[config.mk]
export PLATFORM = sky130hd
export DESIGN_NAME = slowclk_meter_flat
export DESIGN_NICKNAME = d
export VERILOG_FILES = /design/src/rtl/slowclk_meter_if.sv /design/src/rtl/slowclk_meter.sv /design/src/flat_wrapper.sv
export SDC_FILE = /design/constraint.sdc
export NUM_CORES = 1
export LEC_CHECK = 0
export CAP_MARGIN = 15
export CORE_MARGIN = 10
export CORE_UTILIZATION = 58
export CTS_BUF_LIST = sky130_fd_sc_hd__clkbuf_4 sky130_fd_sc_hd__clkbuf_8
export CTS_CLUSTER_DIAMETER = 120
export DETAILED_ROUTE_END_ITERATION = 10
export GPL_TIMING_DRIVEN = 1
export PLACE_DENSITY = 0.82
export SLEW_MARGIN = 25
export SYNTH_ARGS = -nofsm -noshare
export SYNTH_HDL_FRONTEND = slang
export SYNTH_SLANG_ARGS = --single-unit
[constraint.sdc]
create_clock -name fastclk -period 2.6 [get_ports fastclk]
set_clock_uncertainty 0.05 [all_clocks]
set_input_delay 0.39 -clock fastclk [delete_from_list [all_inputs] [get_ports fastclk]]
set_output_delay 0.39 -clock fastclk [all_outputs]
set_load 0.02 [all_outputs]
[src/rtl/slowclk_meter_if.sv]
// Measurement bundle between a slow-strobe source and its fastclk consumer.
// The source side drives slowin; the meter returns tick, measurements and status flags.
interface slowclk_meter_if #(
    parameter int CNT_W = 28
);
    logic             slowin;
    logic             tick;
    logic [CNT_W-1:0] period;
    logic [CNT_W-1:0] hightime;
    logic             period_stb;
    logic             period_valid;
    logic             stalled;

    modport master (
        output slowin,
        input  tick, period, hightime, period_stb, period_valid, stalled
    );

    modport slave (
        input  slowin,
        output tick, period, hightime, period_stb, period_valid, stalled
    );
endinterface

[src/rtl/slowclk_meter.sv]
// Synchronises a slow square wave into fastclk, pulses tick per rising edge, measures period/high time and flags stalls.
// Input rise to tick takes 2-3 cycles. There is no backpressure: strobes are single-cycle and must be consumed when they fire.
module slowclk_meter #(
    parameter int CNT_W   = 28,
    parameter int TIMEOUT = 200000000
) (
    input  logic          fastclk,
    input  logic          rst,
    slowclk_meter_if.slave mif
);
    typedef enum logic [1:0] {PRIME, WAIT_FIRST, RUN, STALL} state_t;

    localparam logic [CNT_W-1:0] CNT_MAX   = '1;
    localparam logic [CNT_W-1:0] TIMEOUT_C = CNT_W'(TIMEOUT);

    state_t           state;
    state_t           state_nxt;
    logic             s1, s2, s3;
    logic             rise;
    logic [1:0]       prime_cnt;
    logic [CNT_W-1:0] cnt;
    logic [CNT_W-1:0] hi_cnt;
    logic             timeout_hit;
    logic             accept;
    logic             capture;
    logic             count_en;

    logic             tick_q;
    logic             stb_q;
    logic             valid_q;
    logic             stalled_q;
    logic [CNT_W-1:0] period_q;
    logic [CNT_W-1:0] hightime_q;

    always_ff @(posedge fastclk) begin
        if (rst) begin
            s1 <= 1'b0;
            s2 <= 1'b0;
            s3 <= 1'b0;
        end else begin
            s1 <= mif.slowin;
            s2 <= s1;
            s3 <= s2;
        end
    end

    assign rise        = s2 & ~s3;
    assign timeout_hit = (cnt == TIMEOUT_C);

    always_ff @(posedge fastclk) begin
        if (rst) begin
            state <= PRIME;
        end else begin
            state <= state_nxt;
        end
    end

    // A rise always beats a simultaneous timeout.
    always_comb begin
        state_nxt = state;
        case (state)
            PRIME:      if (prime_cnt == 2'd2) state_nxt = WAIT_FIRST;
            WAIT_FIRST: if (rise) state_nxt = RUN;
                        else if (timeout_hit) state_nxt = STALL;
            RUN:        if (!rise && timeout_hit) state_nxt = STALL;
            STALL:      if (rise) state_nxt = RUN;
            default:    state_nxt = PRIME;
        endcase
    end

    always_comb begin
        accept   = 1'b0;
        capture  = 1'b0;
        count_en = 1'b0;
        case (state)
            WAIT_FIRST: begin
                accept   = rise;
                count_en = !rise && !timeout_hit;
            end
            RUN: begin
                accept   = rise;
                capture  = rise;
                count_en = !rise && !timeout_hit;
            end
            STALL:      accept = rise;
            default: ;
        endcase
    end

    always_ff @(posedge fastclk) begin
        if (rst) begin
            prime_cnt  <= 2'd0;
            cnt        <= '0;
            hi_cnt     <= '0;
            tick_q     <= 1'b0;
            stb_q      <= 1'b0;
            valid_q    <= 1'b0;
            stalled_q  <= 1'b0;
            period_q   <= '0;
            hightime_q <= '0;
        end else begin
            prime_cnt <= (state == PRIME) ? prime_cnt + 2'd1 : 2'd0;
            tick_q    <= accept;
            stb_q     <= capture;
            stalled_q <= (state_nxt == STALL);

            if (accept) begin
                cnt    <= CNT_W'(1);
                hi_cnt <= CNT_W'(1);
            end else if (count_en) begin
                if (cnt != CNT_MAX) cnt <= cnt + CNT_W'(1);
                if (s2 && hi_cnt != CNT_MAX) hi_cnt <= hi_cnt + CNT_W'(1);
            end

            // Measurements persist through a stall; only the valid flag goes stale.
            if (capture) begin
                period_q   <= cnt;
                hightime_q <= hi_cnt;
                valid_q    <= 1'b1;
            end else if (state_nxt == STALL) begin
                valid_q    <= 1'b0;
            end
        end
    end

    assign mif.tick         = tick_q;
    assign mif.period       = period_q;
    assign mif.hightime     = hightime_q;
    assign mif.period_stb   = stb_q;
    assign mif.period_valid = valid_q;
    assign mif.stalled      = stalled_q;
endmodule

[src/flat_wrapper.sv]
// flat-port wrapper written by rule: the top's interface ports become plain ports
module slowclk_meter_flat 
#(
    parameter int CNT_W   = 28,
    parameter int TIMEOUT = 200000000
)
  (fastclk, rst, mif_slowin, mif_tick, mif_period, mif_hightime, mif_period_stb, mif_period_valid, mif_stalled);
  slowclk_meter_if #(.CNT_W(CNT_W)) mif_i ();
  input  logic fastclk;
  input  logic rst;
  input wire logic [$bits(mif_i.slowin)-1:0] mif_slowin;
  output wire logic [$bits(mif_i.tick)-1:0] mif_tick;
  output wire logic [$bits(mif_i.period)-1:0] mif_period;
  output wire logic [$bits(mif_i.hightime)-1:0] mif_hightime;
  output wire logic [$bits(mif_i.period_stb)-1:0] mif_period_stb;
  output wire logic [$bits(mif_i.period_valid)-1:0] mif_period_valid;
  output wire logic [$bits(mif_i.stalled)-1:0] mif_stalled;
  assign mif_i.slowin = mif_slowin;
  assign mif_tick = mif_i.tick;
  assign mif_period = mif_i.period;
  assign mif_hightime = mif_i.hightime;
  assign mif_period_stb = mif_i.period_stb;
  assign mif_period_valid = mif_i.period_valid;
  assign mif_stalled = mif_i.stalled;
  slowclk_meter #(.CNT_W(CNT_W), .TIMEOUT(TIMEOUT)) u_core (.fastclk(fastclk), .rst(rst), .mif(mif_i));
endmodule
Yosys cells after proc, flatten, opt, wreduce, memory -nomap -nowiden
Index checks and enable logic that the tools add are counted.

cells by class
  $add $sub $neg = 3
  eq/ne operators = 8
  multiplexer cells = 17
  bitwise logic cells = 3
  reductions and logical operators = 18

operators by type and width
  kind                                                  number
  adder 28 x 1 -> 28 bit (second input constant)        2
  != test 28 bit (second input constant)                2
  equality test 28 bit (second input constant)          1
  2-to-1 mux 1 bit                                      11
  2-to-1 mux 2 bit                                      5
  equality test 2 bit (second input constant)           4
  case mux 2 bit (4 select lines)                       1
  AND reduction 2 bit                                   4
  nonzero test 2 bit                                    4
  OR reduction 2 bit                                    3
  logical AND 1 bit                                     3
  OR reduction 3 bit                                    1
  adder 2 x 1 -> 2 bit (second input constant)          1
  equality test 2 x 1 -> 1 bit (second input constant)  1
  logical NOT 1 bit                                     2
  logical NOT 2 bit                                     1
  NOT 1 bit                                             2
  AND 1 bit                                             1

word-level totals
  register bits after elaboration = 123
  input bits = 3
  output and inout bits = 60
  word-level logic and storage cells = 64

Depth between registers and ports, before layout
Gate-level depths: netlist (run 1).

  depth in word-level cells = 9
  mapped depth = 9
  mapped depth without buffers = 7

Worst setup path after synthesis (run 1)
OpenSTA, ideal clock, no wires.

  kind = flip-flop to flip-flop
  start = register u_core.state[0]
  end = register u_core.cnt[2]
  library setup time = 0.129 ns
  arrival = 1.884 ns
  data required time = 2.421 ns
  slack = 0.537 ns
  stages on the path, launching flop included = 10
  buffers on the path = 2
  clock period less this slack = 2.063 ns
  cell sequence = dfxtp_1 -> inv_1 -> ha_1 -> nor3b_1 -> or2_2 -> clkbuf_1 -> clkbuf_1 -> nor2_1 -> nand4_1 -> nand2_1

between the ends
  word-level cells in the longest chain between the ends = 4
  elaborated cells on any way between the ends = 9
  those cells by class = 3 x eq/ne; 2 x mux; 4 x reduce/logical

ends and longest elaborated chain
  element                                                                            line                  source
  start: declaration                                                                 slowclk_meter.sv:16   state_t state;
  start signal: assignment                                                           slowclk_meter.sv:54   state <= state_nxt;
  equality test 2 bit / equality test 2 x 1 -> 1 bit (equally long branches)         slowclk_meter.sv:75   case (state)
  OR reduction 3 bit (no source line) / OR reduction 2 bit (equally long branches)   -
  2-to-1 mux 1 bit (on tied branches)                                                -
  OR reduction 2 bit (no source line) / AND reduction 2 bit (equally long branches)  -
  end signal: assignment                                                             slowclk_meter.sv:111  if (cnt != CNT_MAX) cnt <= cnt + CNT_W'(1);
  end: declaration                                                                   slowclk_meter.sv:21   logic [CNT_W-1:0] cnt;

Several ways; a longest one is shown, not always the timed one.
A chain may end at the register's enable or synchronous reset.

Final worst setup path (run 1)
  start = register u_core.cnt[1]
  end = register u_core.cnt[22]

between the ends
  word-level cells in the longest chain between the ends = 5
  elaborated cells on any way between the ends = 7
  those cells by class = 1 x add/sub; 2 x eq/ne; 1 x mux; 3 x reduce/logical

ends and longest elaborated chain
  element
  parallel branches: the longest is 5 deep, another holds adder 28 x 1 -> 28 bit

Several ways; the timed one is not identified.

==> results.tsv, run 1 <==
metric	value	unit
status	finished, final reports clean	
via count	5633	
Congestion Overflow GR	0	
Yosys warnings	0	
storage element area	2462	sq um
CP arrival	2.67	ns
Max Cap Violations	0	
most frequent cells in the layout	nand2_1 (159), dfxtp_1 (123), a21oi_1 (88)	
GP Congestion	1.009	
CP Class	reg2reg	
ant diodes	0	
pin slew with the least headroom to its limit	0.7480	ns
syn_nets	711	
share of layout cells above drive strength 1	8.541	%
Clock Sinks	123	
worst vdd ir	0.3411	mV
met2 Resource Use GR	33.67	%
most crowded layer after global routing	met2	
per-cell routed wire length	17.03	microns
Top Ports	63	
DP Area	6437	sq um
Final ANT Viol Nets	0	
Clock Pin Slew Worst Setup and Hold Paths	0.07	ns
core area	9729	sq um
Reg power frac	52.7	%
first-pass GRT wire length	25.74	mm
Final Setup Violations	0	
number of CTS-inserted buffers	17	
RSZ-0062 raised after global routing	no	
flops & latches, synth	123	
clock tree buffer depth	2	
Final period util	90.70	%
f_max	0.4241	GHz
Post-synth EDFFs	0	
Die Span Y	119.5	microns
Power Density	529.5	nW/um^2
met1 Resource Use GR	26.67	%
area of the multi-input gates	3038	sq um
Fin Setup TNS	0	ns
Worst slew margin	50.13	%
Pre-Repair DR Iteration Count	5	
Total GRT Usage	21.15	%
CTS tree	done	
sw frac	22.91	%
combinational power share	3.6	%
Worst path slowest cell	nor4_2	
Mapped Area	5741	sq um
asr flop ratio synth	0	%
critical path's top delay family	simple AND/OR/NAND/NOR gates	
port buffer count	62	
Max stage delay on crit path	0.62	ns
Clock Latency Late Sink	0.43	ns
met3 usage	5.810	%
Die Wd	119.5	microns
Synth Flop Type	dfxtp_1	
Final Critical Period	2.358	ns
Area Overhead vs Synth	18.57	%
CP Max Fanout	6	
worst endpoint required time	2.91	ns
Avg Cell Area, Syn	8.212	sq um
Worst Path Buf+Inv	1	
Filler Cells Inserted	828	
DRT iter0 DRCs	552	
# H-tree levels	4	
cell breakdown of the critical path	ha_1, inv_1, nor4_2, nand2_1, or4_1, a21oi_1	
largest net degree at the start of global routing	78	
register area share after synthesis	42.89	%
critical path endpoint category	flop	
Root Driver	clkbuf_8	
final slew viol count	0	
Worst Hold Class	reg2reg	
vias in the first global route	5247	
final hold viol count	0	
Pint	0.002779	W
Post-route DRC	0	
Critical Path Start Type	flop	
clock power share	43.7	%
Synth Instances	699	
die area	14280	sq um
hold buffer count at CTS	0	
Rows	36	
Static Leak	2.217	nW
commonest non-fill, non-tap cell in the layout	nand2_1	
post-route design area	6807	sq um
initial antenna violation count	0	
post-layout net count	763	
Unique masters post-synth	60	
DP Wirelength	10.37	mm
P_sw	0.0008256	W
Initial Utilization	59.00	%
final WL	15.23	mm
Via density	6.301	
==> worst register-to-register path, stage by stage, from the launching register on <==
cell	delay [ns]
dfxtp_1	0.41
ha_1	0.31
inv_1	0.09
nor4_2	0.62
nand2_1	0.16
or4_1	0.50
a21oi_1	0.15
==> through the flow <==
stage	worst slack, ns	cells	utilization, %	hold slack, ns	total power [W]
3_3_place_gp	0.4180	865	66.17	0.3495	0.002059
4_1_cts	0.2920	894	69.91	0.3865	0.003614
5_1_grt	0.003358	894	69.96	0.3939	0.003716
6_report	0.2419	894	69.96	0.3809	0.003604
2_1_floorplan	0.5374	699	-	0.3420	0.002029
3_5_place_dp	0.3121	865	66.17	0.3747	0.002066
==> path summary, 6_finish.rpt <==
kind	depth (start not counted)	slack (ns)	from	endpoint
max	6	0.24	u_core.cnt[1]	u_core.cnt[22]
min	1	0.38	u_core.prime_cnt[0]	u_core.prime_cnt[0]
max reg2reg	6	0.24	u_core.cnt[1]	u_core.cnt[22]
min reg2reg	1	0.38	u_core.prime_cnt[0]	u_core.prime_cnt[0]
==> final cells by class <==
| cell class | instances | area share, % |
|---|---|---|
| multi-input cells | 524 | 44.63 |
| flip-flops and latches | 123 | 36.18 |
| repair buffers | 75 | 10.85 |
| clock buffers | 22 | 4.357 |
| well taps | 133 | 2.445 |
| clock inverters | 7 | 0.9926 |
| inverters | 10 | 0.5515 |
==> flip-flops by register name, summed over array words and instances, names as in the netlist <==
| register | count |
|---|---|
| u_core.cnt | 28 |
| u_core.prime_cnt | 2 |
| u_core.mif.hightime | 28 |
| u_core.mif.period_valid | 1 |
| u_core.state | 2 |
| u_core.s3 | 1 |
| u_core.s1 | 1 |
| u_core.mif.period_stb | 1 |
| u_core.mif.stalled | 1 |
| u_core.mif.period | 28 |
| u_core.s2 | 1 |
| u_core.hi_cnt | 28 |
| u_core.mif.tick | 1 |
==> cell families after synthesis <==
group	after synthesis	synth area share, %
and+or+nand+nor	346	32.28
AOI/OAI and AO/OA	159	16.78
DFF	123	42.89
buffers and inverters	52	4.337
muxes	10	1.744
adders and majority gates	9	1.962
==> power by group through the flow <==
stage | sequential (W) | combinational, W | clock, W
CTS | 0.00190 | 0.000125 | 0.00159
global route | 0.00190 | 0.000140 | 0.00168
detailed placement | 0.00194 | 0.000123 | 0
finish | 0.00190 | 0.000128 | 0.00158
floorplan | 0.00194 | 0.0000873 | 0
global placement | 0.00194 | 0.000117 | 0
==> routing by layer <==
metal	vias up	wire, microns	part of all wire [%]
met3	54	1289	8.5
met2	255	7047	46
met5	-	0	0
li1	2673	-	-
met1	2651	6520	43
met4	0	372	2.4
==> repair_timing <==
action / CTS / global route
resized for setup: 0 / 1
setup buffers: 0 / 0
endpoints found under the setup margin: 0 / 1
==> synthesized netlist by cell type (all sizes together) (2+ instances only) <==
cell type	number	area, sq um
dfxtp	123	2462
o31a	2	17.52
nor4bb	3	30.03
o2111ai	2	17.52
a21oi	88	440.4
nand4b	4	35.03
and4	9	81.33
nor2b	4	25.02
o311ai	2	17.52
o211ai	15	117.6
o21a	2	15.01
and3	6	37.54
nand2	160	600.6
nand4	26	190.2
o31ai	19	142.6
nor4b	5	58.80
nor4	9	81.33
or2	2	15.02
and2	5	31.28
nor3	14	70.07
inv	10	37.54
nand3	23	120.1
or3	18	112.6
ha	9	112.6
mux2i	10	100.1
or4	30	229.0
a31oi	5	31.28
o41ai	2	17.52
buf	16	113.9
nor2	21	81.33
clkbuf	26	97.59
o21ai	14	73.82
nand2b	3	18.77
Note: power is estimated with default switching activity, not from simulation.
==> inputs of run 2 (changes only) <==
--- a/config.mk
+++ b/config.mk
@@ -13,6 +13,7 @@
 export DETAILED_ROUTE_END_ITERATION = 10
 export GPL_TIMING_DRIVEN = 1
 export PLACE_DENSITY = 0.82
+export RECOVER_POWER = 50
 export SLEW_MARGIN = 25
 export SYNTH_ARGS = -nofsm -noshare
 export SYNTH_HDL_FRONTEND = slang
==> run 2 against run 1 <==
  * Non-clock buffer count is the same
  * Flip-flop and latch count is the same
  * Via count shrank 0.43%
  * Die area is the same
  * Combinational power is essentially flat
  * Critical path depth is the same
  * Routed wire length grew 0.28%
  * Worst hold slack gained 0.0071 ns
  * Largest cell class unchanged
==> results.tsv, run 2 (synthesis results as in run 1) <==
metric	value	unit
Area Overhead vs Synth	18.53	%
worst endpoint required time	2.91	ns
# H-tree levels	4	
Post-Layout Cell Count	894	
Die Wd	119.5	microns
CTS tree	done	
Top Ports	63	
most frequent cells in the layout	nand2_1 (159), dfxtp_1 (123), a21oi_1 (88)	
DRT iter0 DRCs	542	
combinational power share	3.5	%
CP arrival	2.69	ns
port buffer count	62	
Hold Path Depth	1	
post-layout net count	763	
critical path endpoint category	flop	
RR Startpoint	u_core.cnt[1]	
Reg power frac	52.7	%
Pint	0.002778	W
Final Setup Violations	0	
Critical Path Start Type	flop	
Initial Utilization	59.00	%
Die Span Y	119.5	microns
final WL	15.27	mm
vias in the first global route	5247	
reg-to-reg endpoint	u_core.cnt[22]	
Worst Hold Class	reg2reg	
Static Leak	2.428	nW
Max Cap Violations	0	
largest net degree at the start of global routing	78	
via count	5609	
Pre-Repair DR Iteration Count	6	
Hold Path Sink	u_core.s2	
CP Class	reg2reg	
status	finished, final reports clean	
RSZ-0062 raised after global routing	no	
clock tree buffer depth	2	
P_sw	0.0008282	W
ant diodes	0	
Total GRT Usage	21.15	%
commonest non-fill, non-tap cell in the layout	nand2_1	
Fin Setup TNS	0	ns
Finished Core Util	69.93	%
Via density	6.274	
Rows	36	
first-pass GRT wire length	25.74	mm
DP Area	6437	sq um
sw frac	22.97	%
Final Critical Period	2.381	ns
die area	14280	sq um
Root Driver	clkbuf_8	
share of layout cells above drive strength 1	8.279	%
FF-to-FF path depth	6	
Clock Sinks	123	
Post-route DRC	0	
post-route design area	6804	sq um
worst vdd ir	0.3425	mV
HP Start	u_core.s1	
Congestion Overflow GR	0	
reg2reg setup slack	0.22	ns
per-cell routed wire length	17.08	microns
Clock Pin Slew Worst Setup and Hold Paths	0.07	ns
worst hold margin	0.3880	ns
f_max	0.4199	GHz
DP Wirelength	10.37	mm
final slew viol count	0	
placed cells	865	
initial antenna violation count	0	
clock power share	43.7	%
core area	9729	sq um
Clock Latency Late Sink	0.43	ns
Final ANT Viol Nets	0	
pin slew with the least headroom to its limit	0.7870	ns
number of CTS-inserted buffers	17	
final hold viol count	0	
Power Density	530.0	nW/um^2
CP Max Fanout	6	
Final period util	91.59	%
Worst slew margin	47.50	%
GP Congestion	1.009	
[run 2: changes by cell type in the layout (fill, tap and decap cells not counted), sizes merged]
| cell | change |
|---|---|
| buf | -1 |
| clkbuf | +1 |
| clkdlybuf4s50 | -60 |
| dlygate4sd3 | +60 |
[run 2: worst max-delay path by stage]
stage                     depth (start not counted)                end             from  slack [ns]
final                                             6     u_core.cnt[22]    u_core.cnt[1]        0.22
after global routing                              8   u_core.hi_cnt[0]    u_core.cnt[0]       0.003
after CTS                                         7  u_core.hi_cnt[23]  u_core.state[0]        0.29
after detailed placement                          7  u_core.hi_cnt[19]  u_core.state[0]        0.31
after global placement                            7  u_core.hi_cnt[26]  u_core.state[0]        0.42
after floorplan                                   9      u_core.cnt[2]  u_core.state[0]        0.54
[run 2: cell type report]
class	count	area (sq um)
fill	827	2925
inverter	10	37.54
clock buffer	22	296.5
timing repair buffer	75	737.0
sequential	123	2462
clock inverter	7	67.56
tap	133	166.4
multi-input combinational	524	3037
[run 2: critical path: stages, from the launching register on]
cell and delay, ns:
dfxtp_1 0.41, ha_1 0.31, inv_1 0.09, nor4_2 0.63
nand2_1 0.16, or4_1 0.50, a21oi_1 0.15
[run 2: power by group through the flow]
stage                     registers (W)  clock network (W)  logic (W)
after detailed placement        0.00194                  0   0.000123
after floorplan                 0.00194                  0  0.0000873
after global routing            0.00190            0.00168   0.000140
after CTS                       0.00190            0.00159   0.000125
final                           0.00190            0.00158   0.000128
after global placement          0.00194                  0   0.000117
[run 2: layer usage]
| metal | wire, microns | share of wire [%] | global-route usage [%] |
|---|---|---|---|
| met5 | 0 | 0 | 0 |
| met3 | 1394 | 9.1 | 5.810 |
| met1 | 6505 | 43 | 26.67 |
| met2 | 7058 | 46 | 33.67 |
| met4 | 312 | 2.0 | 8.145 |
[run 2: repair_timing]
item,in CTS,in global routing
resized for setup,0,1
hold buffers,0,0
setup buffers,0,0
endpoints found under the setup margin,0,1
[run 2: per-stage QoR]
step,power [W],worst slack [ns]
2_1_floorplan,0.002029,0.5374
3_3_place_gp,0.002059,0.4180
3_5_place_dp,0.002066,0.3121
4_1_cts,0.003614,0.2920
5_1_grt,0.003715,0.003371
6_report,0.003606,0.2186
==> inputs of run 3 (changes only) <==
--- a/config.mk
+++ b/config.mk
@@ -6,7 +6,7 @@
 export NUM_CORES = 1
 export LEC_CHECK = 0
 export CAP_MARGIN = 15
-export CORE_MARGIN = 10
+export CORE_MARGIN = 4
 export CORE_UTILIZATION = 58
 export CTS_BUF_LIST = sky130_fd_sc_hd__clkbuf_4 sky130_fd_sc_hd__clkbuf_8
 export CTS_CLUSTER_DIAMETER = 120
==> constraint.sdc (replaced) <==
create_clock -name fastclk -period 2.4 [get_ports fastclk]
set_clock_uncertainty 0.05 [all_clocks]
set_input_delay 0.36 -clock fastclk [delete_from_list [all_inputs] [get_ports fastclk]]
set_output_delay 0.36 -clock fastclk [all_outputs]
set_load 0.02 [all_outputs]
==> run 3 against run 2 <==
  * Worst hold slack worse by 0.0018 ns
  * First-iteration DRC count down 5.9%
  * Register-to-register slack worse by 0.09 ns
  * Largest power group is now the clock network
  * Critical path depth is 1 higher
  * Highest routed layer unchanged
  * Via count increased by 0.12%
  * Utilization up 2.3 points
  * Die area shrank 19%
==> results.tsv, run 3 (synthesis results as in run 1) <==
metric	value	unit
Clock Latency Late Sink	0.44	ns
cell breakdown of the critical path	inv_1, ha_1, nor4bb_1, and4_1, a21oi_1, and4b_1, nor3_1	
pin slew with the least headroom to its limit	0.8262	ns
DRT iter0 DRCs	510	
vias in the first global route	5326	
Tot Pwr	0.004329	W
RR Startpoint	u_core.cnt[0]	
Die Span Y	107.5	microns
placed cells	877	
CP Class	reg2reg	
reg2reg setup slack	0.12	ns
worst vdd ir	0.3297	mV
Reg power frac	47.6	%
commonest non-fill, non-tap cell in the layout	nand2_1	
Final Setup Violations	0	
Setup Slack @ Placement	0.1462	ns
Final Critical Period	2.275	ns
min setup slack post-route	0.1247	ns
CP Max Fanout	9	
clock tree buffer depth	2	
Root Driver	clkbuf_8	
FF-to-FF path depth	7	
Congestion Overflow GR	0	
via count	5616	
per-cell routed wire length	16.67	microns
status	finished, final reports clean	
CP arrival	2.55	ns
core area	9684	sq um
sw frac	21.42	%
f_max	0.4395	GHz
P_sw	0.0009274	W
DP Wirelength	10.09	mm
Clock Pin Slew Worst Setup and Hold Paths	0.07	ns
Post-route DRC	0	
Die Wd	107.5	microns
# H-tree levels	4	
CTS tree	done	
hold buffer count at CTS	0	
Via density	6.178	
Worst slew margin	44.92	%
Critical Path End	u_core.cnt[26]	
number of CTS-inserted buffers	17	
final WL	15.16	mm
Critical Path Start Type	flop	
ant diodes	0	
Post-CTS Setup Inserts	0	
clock power share	49.3	%
worst endpoint required time	2.68	ns
Power Density	619.1	nW/um^2
final slew viol count	0	
critical path endpoint category	flop	
share of layout cells above drive strength 1	10.05	%
Static Leak	2.535	nW
die area	11550	sq um
Total GRT Usage	27.26	%
most frequent cells in the layout	nand2_1 (159), dfxtp_1 (122), a21oi_1 (88)	
Max stage delay on crit path	0.65	ns
DP Area	6530	sq um
Max Cap Violations	0	
port buffer count	62	
Post-Layout Cell Count	909	
Filler Cells Inserted	768	
first-pass GRT wire length	25.48	mm
Worst path slowest cell	a21oi_1	
Pint	0.003402	W
final hold viol count	0	
Top Ports	63	
post-route design area	6993	sq um
largest net degree at the start of global routing	78	
Final period util	94.80	%
Worst Hold Class	reg2reg	
Initial Utilization	59.28	%
GP Congestion	0.9190	
Critical Path Source	u_core.cnt[0]	
post-layout net count	775	
reg-to-reg endpoint	u_core.cnt[26]	
Fin Setup TNS	0	ns
Final ANT Viol Nets	0	
Clock Sinks	123	
Pre-Repair DR Iteration Count	5	
initial antenna violation count	0	
Area Overhead vs Synth	21.82	%
RSZ-0062 raised after global routing	no	
combinational power share	3.1	%
Rows	36	
## run 3: worst min path at each step
| stage | start | to | slack [ns] | cells after the start |
|---|---|---|---|---|
| detailed placement | u_core.prime_cnt[0] | u_core.prime_cnt[0] | 0.38 | 1 |
| global route | mif_slowin | u_core.s1 | 0.40 | 2 |
| CTS | rst | u_core.hi_cnt[6] | 0.32 | 3 |
| global placement | u_core.prime_cnt[0] | u_core.prime_cnt[0] | 0.35 | 1 |
| floorplan | u_core.prime_cnt[0] | u_core.prime_cnt[0] | 0.34 | 1 |
| finish | u_core.prime_cnt[0] | u_core.prime_cnt[0] | 0.39 | 1 |
## run 3: worst max-delay path: cells and delay by family (launching register included)
family	cells	cell delay, ns
compound gates	1	0.65
fa+ha+maj	1	0.23
buf+inv	1	0.10
flops	1	0.41
simple gates	4	0.71
## run 3: stage by stage
| stage | hold WS (ns) | utilization, % |
|---|---|---|
| 6_report | 0.3862 | 72.21 |
| 5_1_grt | 0.4015 | 72.21 |
| 4_1_cts | 0.3161 | 72.26 |
| 3_5_place_dp | 0.3762 | 67.43 |
| 3_3_place_gp | 0.3509 | 67.40 |
| 2_1_floorplan | 0.3420 | - |
## run 3: what timing repair did
action | in CTS | in global routing
endpoints found under the hold margin | 0 | 0
setup endpoints to repair | 0 | 4
resized for setup | 0 | 1
## run 3: cell type report
class	count	area [sq um]	area share [%]
clock buffer	21	276.5	3.954
clock inverter	11	191.4	2.738
inverter	10	37.54	0.5368
multi-input combinational	524	3034	43.39
sequential	123	2464	35.23
tap	133	166.4	2.380
timing repair buffer	87	823.3	11.77
## run 3: layer usage
layer | share of wire (%) | wire length [microns] | global-route usage, % | up-vias
met3 | 8.2 | 1244 | 7.259 | 28
li1 | - | - | - | 2694
met1 | 44 | 6594 | 35.84 | 2633
met2 | 47 | 7112 | 44.05 | 261
met4 | 1.4 | 206 | 8.025 | 0
met5 | 0 | 0 | 0 | -
## run 3: power by group through the flow
| stage | clock (W) | combinational, W | sequential [W] |
|---|---|---|---|
| after floorplan | 0 | 0.0000946 | 0.00210 |
| after global placement | 0 | 0.000125 | 0.00210 |
| after detailed placement | 0 | 0.000130 | 0.00211 |
| after CTS | 0.00216 | 0.000132 | 0.00206 |
| after global routing | 0.00225 | 0.000148 | 0.00206 |
| final | 0.00214 | 0.000134 | 0.00206 |
